===== config.mk =====
export PLATFORM = sky130hd
export DESIGN_NAME = eager_fork_data
export DESIGN_NICKNAME = d
export VERILOG_FILES = /design/src/rtl/eager_fork_register_block.sv /design/src/rtl/eager_fork_data.sv
export SDC_FILE = /design/constraint.sdc
export NUM_CORES = 1
export LEC_CHECK = 0
export BUFFER_PORTS_ARGS = -buffer_cell sky130_fd_sc_hd__buf_2
export CAP_MARGIN = 20
export CELL_PAD_IN_SITES_DETAIL_PLACEMENT = 1
export CELL_PAD_IN_SITES_GLOBAL_PLACEMENT = 1
export CORE_MARGIN = 1
export CORE_UTILIZATION = 15
export DETAILED_ROUTE_END_ITERATION = 6
export GPL_TIMING_DRIVEN = 0
export PLACE_DENSITY_LB_ADDON = 0.1
export SLEW_MARGIN = 20
export SYNTH_ARGS = -nofsm -noshare
export SYNTH_HDL_FRONTEND = slang
export SYNTH_SLANG_ARGS = --single-unit

===== constraint.sdc =====
create_clock -name clk -period 1 [get_ports clk]
set_input_delay 0.2 -clock clk [delete_from_list [all_inputs] [get_ports clk]]
set_output_delay 0.2 -clock clk [all_outputs]
set_load 0.01 [all_outputs]

===== src/rtl/eager_fork_register_block.sv =====
// Per-output tracking for the eager fork: remembers whether this output already
// took the current token and produces its share of the core ready term.
module eager_fork_register_block (
   input  logic clk,
   input  logic rst,
   input  logic src_valid,
   input  logic out_ready,
   input  logic core_ready,
   output logic out_valid,
   output logic ready_term
);

   logic emitted_q, emitted_d;

   always_comb begin
      out_valid  = src_valid & ~emitted_q;
      ready_term = emitted_q | (out_valid & out_ready);
      // Flags clear on the edge the whole fork consumes the token.
      emitted_d  = src_valid & ~core_ready & ready_term;
   end

   always_ff @(posedge clk or negedge rst) begin
      if (!rst) begin
         emitted_q <= 1'b0;
      end else begin
         emitted_q <= emitted_d;
      end
   end

endmodule


===== src/rtl/eager_fork_data.sv =====
// Eager fork: broadcasts one input token to SIZE consumers, each firing independently;
// the input is consumed once every consumer has taken it. Optional one-slot input register.
module eager_fork_data #(
   parameter int unsigned SIZE       = 2,
   parameter int unsigned DATA_WIDTH = 32,
   parameter int unsigned BUFFERED   = 0
) (
   input  logic                         clk,
   input  logic                         rst,
   input  logic [DATA_WIDTH-1:0]        ins,
   input  logic                         ins_valid,
   output logic                         ins_ready,
   output logic [SIZE*DATA_WIDTH-1:0]   outs,
   output logic [SIZE-1:0]              outs_valid,
   input  logic [SIZE-1:0]              outs_ready
);

   logic                  src_valid;
   logic [DATA_WIDTH-1:0] src_data;
   logic                  core_ready;
   logic [SIZE-1:0]       ready_terms;

   generate
      if (BUFFERED != 0) begin : g_slot
         logic                  full_q, full_d;
         logic [DATA_WIDTH-1:0] data_q, data_d;
         logic                  load;

         always_comb begin
            load   = ins_valid & ins_ready;
            full_d = load | (full_q & ~core_ready);
            data_d = load ? ins : data_q;
         end

         always_ff @(posedge clk or negedge rst) begin
            if (!rst) begin
               full_q <= 1'b0;
               data_q <= '0;
            end else begin
               full_q <= full_d;
               data_q <= data_d;
            end
         end

         assign src_valid = full_q;
         assign src_data  = data_q;
         assign ins_ready = ~full_q | core_ready;
      end else begin : g_direct
         // Gate with reset so no output handshake can complete while reset is held.
         assign src_valid = ins_valid & rst;
         assign src_data  = ins;
         assign ins_ready = core_ready;
      end
   endgenerate

   assign core_ready = &ready_terms;

   for (genvar i = 0; i < SIZE; i++) begin : g_out
      eager_fork_register_block u_block (
         .clk        (clk),
         .rst        (rst),
         .src_valid  (src_valid),
         .out_ready  (outs_ready[i]),
         .core_ready (core_ready),
         .out_valid  (outs_valid[i]),
         .ready_term (ready_terms[i])
      );
      assign outs[i*DATA_WIDTH +: DATA_WIDTH] = src_data;
   end

endmodule


# Word level (Yosys, flattened, before mapping)
# Cells that the tools add are included.
[op_classes] bitwise_logic=13 reduce_logical=1
[ops] operator="bitwise AND 1 bit" n=8
[ops] operator="NOT 1 bit" n=3
[ops] operator="bitwise OR 1 bit" n=2
[ops] operator="AND reduction 2 bit" n=1
[word_totals] output_inout_bits=67 regBits=2

# Depth between registers and ports, before layout
[logic_depth] ltp_word=8 depth_mapped=3

# Modules after synthesis
# A second synthesis with hierarchy kept.
[unflattened] cells_unflattened=76 area_unflattened_um2=610.6
[modules_own_cells] mod="eager_fork_data" area_per_inst_um2=493.0 n_inst=1 cells_each=66
[modules_own_cells] mod="eager_fork_register_block" area_per_inst_um2=58.8 n_inst=2 cells_each=5

# Worst setup path after synthesis
# Ideal clock, no wire load.
[synth_timing] path_type="reg-to-output" start="register g_out[0].u_block.emitted_q" end="output port ins_ready" stages_incl_launch_ff=3 t_arrival_ps=610 n_path_buf=0 setup_slack_ps=190 cell_sequence="dfrtp_1 a31oi_1 nor2_1"
[synth_via] elab_chain_len=5
[synth_lines] item="start, declared" line="eager_fork_register_block.sv:13" source="logic emitted_q, emitted_d;"
[synth_lines] item="start signal, assigned" line="eager_fork_register_block.sv:26" source="emitted_q <= emitted_d;"
[synth_lines] item="NOT 1 bit" line="eager_fork_register_block.sv:16" source="out_valid = src_valid & ~emitted_q;"
[synth_lines] item="bitwise AND 1 bit" line="eager_fork_register_block.sv:16"
[synth_lines] item="bitwise AND 1 bit" line="eager_fork_register_block.sv:17" source="ready_term = emitted_q | (out_valid & out_ready);"
[synth_lines] item="bitwise OR 1 bit (*)" line="eager_fork_register_block.sv:17"
[synth_lines] item="AND reduction 2 bit (*)" line="eager_fork_data.sv:56" source="assign core_ready = &ready_terms;"
[synth_lines] item="end, declared" line="eager_fork_data.sv:12" source="output logic ins_ready,"
# Every way passes the cells marked *; elsewhere a longest branch is shown, timed or not.

# Worst setup path in the final report
[layout_timing] start="register g_out[1].u_block.emitted_q" end="output port ins_ready"
[layout_via] elab_chain_len=5
[layout_lines] item="start, declared" line="eager_fork_register_block.sv:13"
[layout_lines] item="start signal, assigned" line="eager_fork_register_block.sv:26"
[layout_lines] item="NOT 1 bit" line="eager_fork_register_block.sv:16"
[layout_lines] item="bitwise AND 1 bit" line="eager_fork_register_block.sv:16"
[layout_lines] item="bitwise AND 1 bit" line="eager_fork_register_block.sv:17"
[layout_lines] item="bitwise OR 1 bit (*)" line="eager_fork_register_block.sv:17"
[layout_lines] item="AND reduction 2 bit (*)" line="eager_fork_data.sv:56"
# Marks and branches as above.

==> run metrics <==
Reg-to-Reg End=g_out[1].u_block.emitted_q; Clock Sink Count=2; total gr overflow=0; CTS Buffer Depth=2; unrepaired setup endpoints after global routing=yes; Routed Antenna Nets=0; Final Max Tran Viols=0; final setup fails=3; nets=193; Critical Path Sink=ins_ready; chip height=roughly 66 um; Synth Instances=78; worst setup margin=-0.129 ns; Leak=0.678 nW; vias in the first global route=711; clock slew seen by the registers of the worst setup and hold paths=0.03 ns; R2R setup slack=0.09 ns; Vias=between 600 and 700; largest net degree at the start of global routing=5; Multi-input gate area=65.1 um2; Placed Instance Area=between 1000 and 1500 um2; failing checks=negative setup slack; Layout area overhead=80.5%; VDD IR max=0.173 mV; average wire per standard cell=about 8.7 um; Cell Pwr Density=769 nW/um2; vias per inst=3.37; GRT Util Overall=7.86%; Worst Hold Depth=2; part of the cycle the worst path needs=113%; share of cells above drive strength 1=94.2%; H-tree Lvls=1; syn_nets=115; part of the Yosys area used for sequential elements=8.23%; fmax=0.886 GHz; Final Hold Vio Count=0; Slew HR=85.4%; kind of critical path=flop to output port; Post-DP HPWL=1570 um; final WL=1750 um; # Max-Cap Violations=0; Reg-to-Reg Start=g_out[0].u_block.emitted_q; Critical Path Sink Type=output port; min Tclk post-route=1.13 ns; Worst EP arrival=0.93 ns; DIE AREA=between 4000 and 5000 um2; register area=roughly 50 um2; crit start category=flop; CTS tree=done; Yosys reg bits=2; Hold Crit Class=input pin to flop; Core Region=3770 um2; Iteration-0 DRC Markers=1; IO Port Bufs=71; Worst Clk Skew=0.000577 ns; final instance area=1100 um2; width of the die=65.7 um; R2R cell count=2; status=finished with violations; ANT cells=0; antenna violations before repair=0; worst slew pin tran=between 0.2 and 0.25 ns; first-pass GRT wire length=2560 um; I/O pins=approximately 100; Synth Warn #=0; First-pass DRT Iterations=2; Tot Pwr=0.844 mW; Largest Register=g_out.u_block.emitted_q; number of flip-flops under the largest register name=2; Filler cells=489; site row count=22; CTS Buf Count=3; synthesized area=608 um2; Initial Utilization=16.1%; CP Max Fanout=3; clk_lat worst skew=0.21 ns; Top Registers=g_out.u_block.emitted_q (2); synthesized area per cell=a little under 8 um2; distinct cell type count after synthesis=6; Critical Path RT=~0.80 ns; CTS root buffer=clkbuf_8; gpl congestion=0.598; CP startpoint=g_out[1].u_block.emitted_q; DRC viols=0
==> routing by layer <==
layer | up-vias | track usage, % | wire length [um]
li1 | 329 | - | -
met1 | 294 | 5.55 | 429
met2 | 56 | 17.3 | 1080
met3 | 2 | 2.26 | 218
met4 | 0 | 4.08 | 19
met5 | - | 0 | 0
==> cell usage after synthesis <==
library cell,number,area share [%]
nor4_2,2,4.1
a31oi_1,2,2.1
buf_4,66,81
nor2_1,5,3.1
dfrtp_1,2,8.2
nand2_2,1,1.0
==> cell families (layout without fill, tap and decap cells) <==
group | count (synthesis) | in the layout | share of synthesized area, %
AO/OA/AOI/OAI | 2 | 2 | 2.06
buffers and inverters | 66 | 142 | 81.5
AND/OR/NAND/NOR | 8 | 8 | 8.23
flip-flops | 2 | 2 | 8.23
==> layout by cell type, fill, tap and decap left out, drive strengths merged <==
cell type	synthesis	routed
dlygate4sd3	0	1
nor4	2	2
a31oi	2	2
dfrtp	2	2
nand2	1	1
buf	66	138
nor2	5	5
clkbuf	0	3
==> layout make-up <==
cell class / count / share of cell area, %
buffer: 65 / 44.5
timing repair buffer: 74 / 35.8
multi-input combinational: 10 / 5.93
tap: 48 / 5.47
sequential: 2 / 4.56
clock buffer: 3 / 3.76
==> critical path: stages, from the launching register on <==
cell     delay [ns]
dfrtp_1        0.38
a31oi_1        0.14
nor2_1         0.06
buf_2          0.13
==> worst min-delay path by stage <==
stage | startpoint | to | slack, ns
CTS | outs_ready[0] | g_out[1].u_block.emitted_q | 0.19
finish | outs_ready[0] | g_out[1].u_block.emitted_q | 0.20
global placement | rst | g_out[0].u_block.emitted_q | 0.01
floorplan | rst | g_out[0].u_block.emitted_q | -0.1
global route | outs_ready[0] | g_out[1].u_block.emitted_q | 0.20
detailed placement | rst | g_out[0].u_block.emitted_q | 0.01
==> where the power goes <==
| part | switching, mW | leakage [nW] | internal, mW | total [mW] |
|---|---|---|---|---|
| clock | 0.0638 | 0.0216 | 0.255 | 0.318 |
| combinational | 0.167 | 0.629 | 0.273 | 0.440 |
| sequential | 0.00195 | 0.0274 | 0.0839 | 0.0859 |
==> through the flow <==
step | util (%) | setup WS (ns) | TNS (ns) | std cells | hold slack [ns]
after detailed placement | 27.1 | 0.0211 | 0 | 197 | 0.0124
after floorplan | - | 0.190 | 0 | 78 | -0.0956
after global placement | 27.1 | 0.0526 | 0 | 197 | 0.0113
final | 29.1 | -0.129 | -0.261 | 202 | 0.196
after global routing | 29.1 | -0.183 | -0.411 | 202 | 0.202
after CTS | 29.0 | -0.138 | -0.329 | 202 | 0.185
==> what timing repair did <==
item | in CTS | in global routing
gates resized for setup | 2 | 1
hold buffers | 1 | 0
pin swaps | 2 | 1
buffers inserted | 2 | 0
gates cloned | 0 | 0
endpoints found under the setup margin | 3 | 3
endpoints found under the hold margin | 2 | 0
No activity file was read; power rests on OpenSTA's default activity.
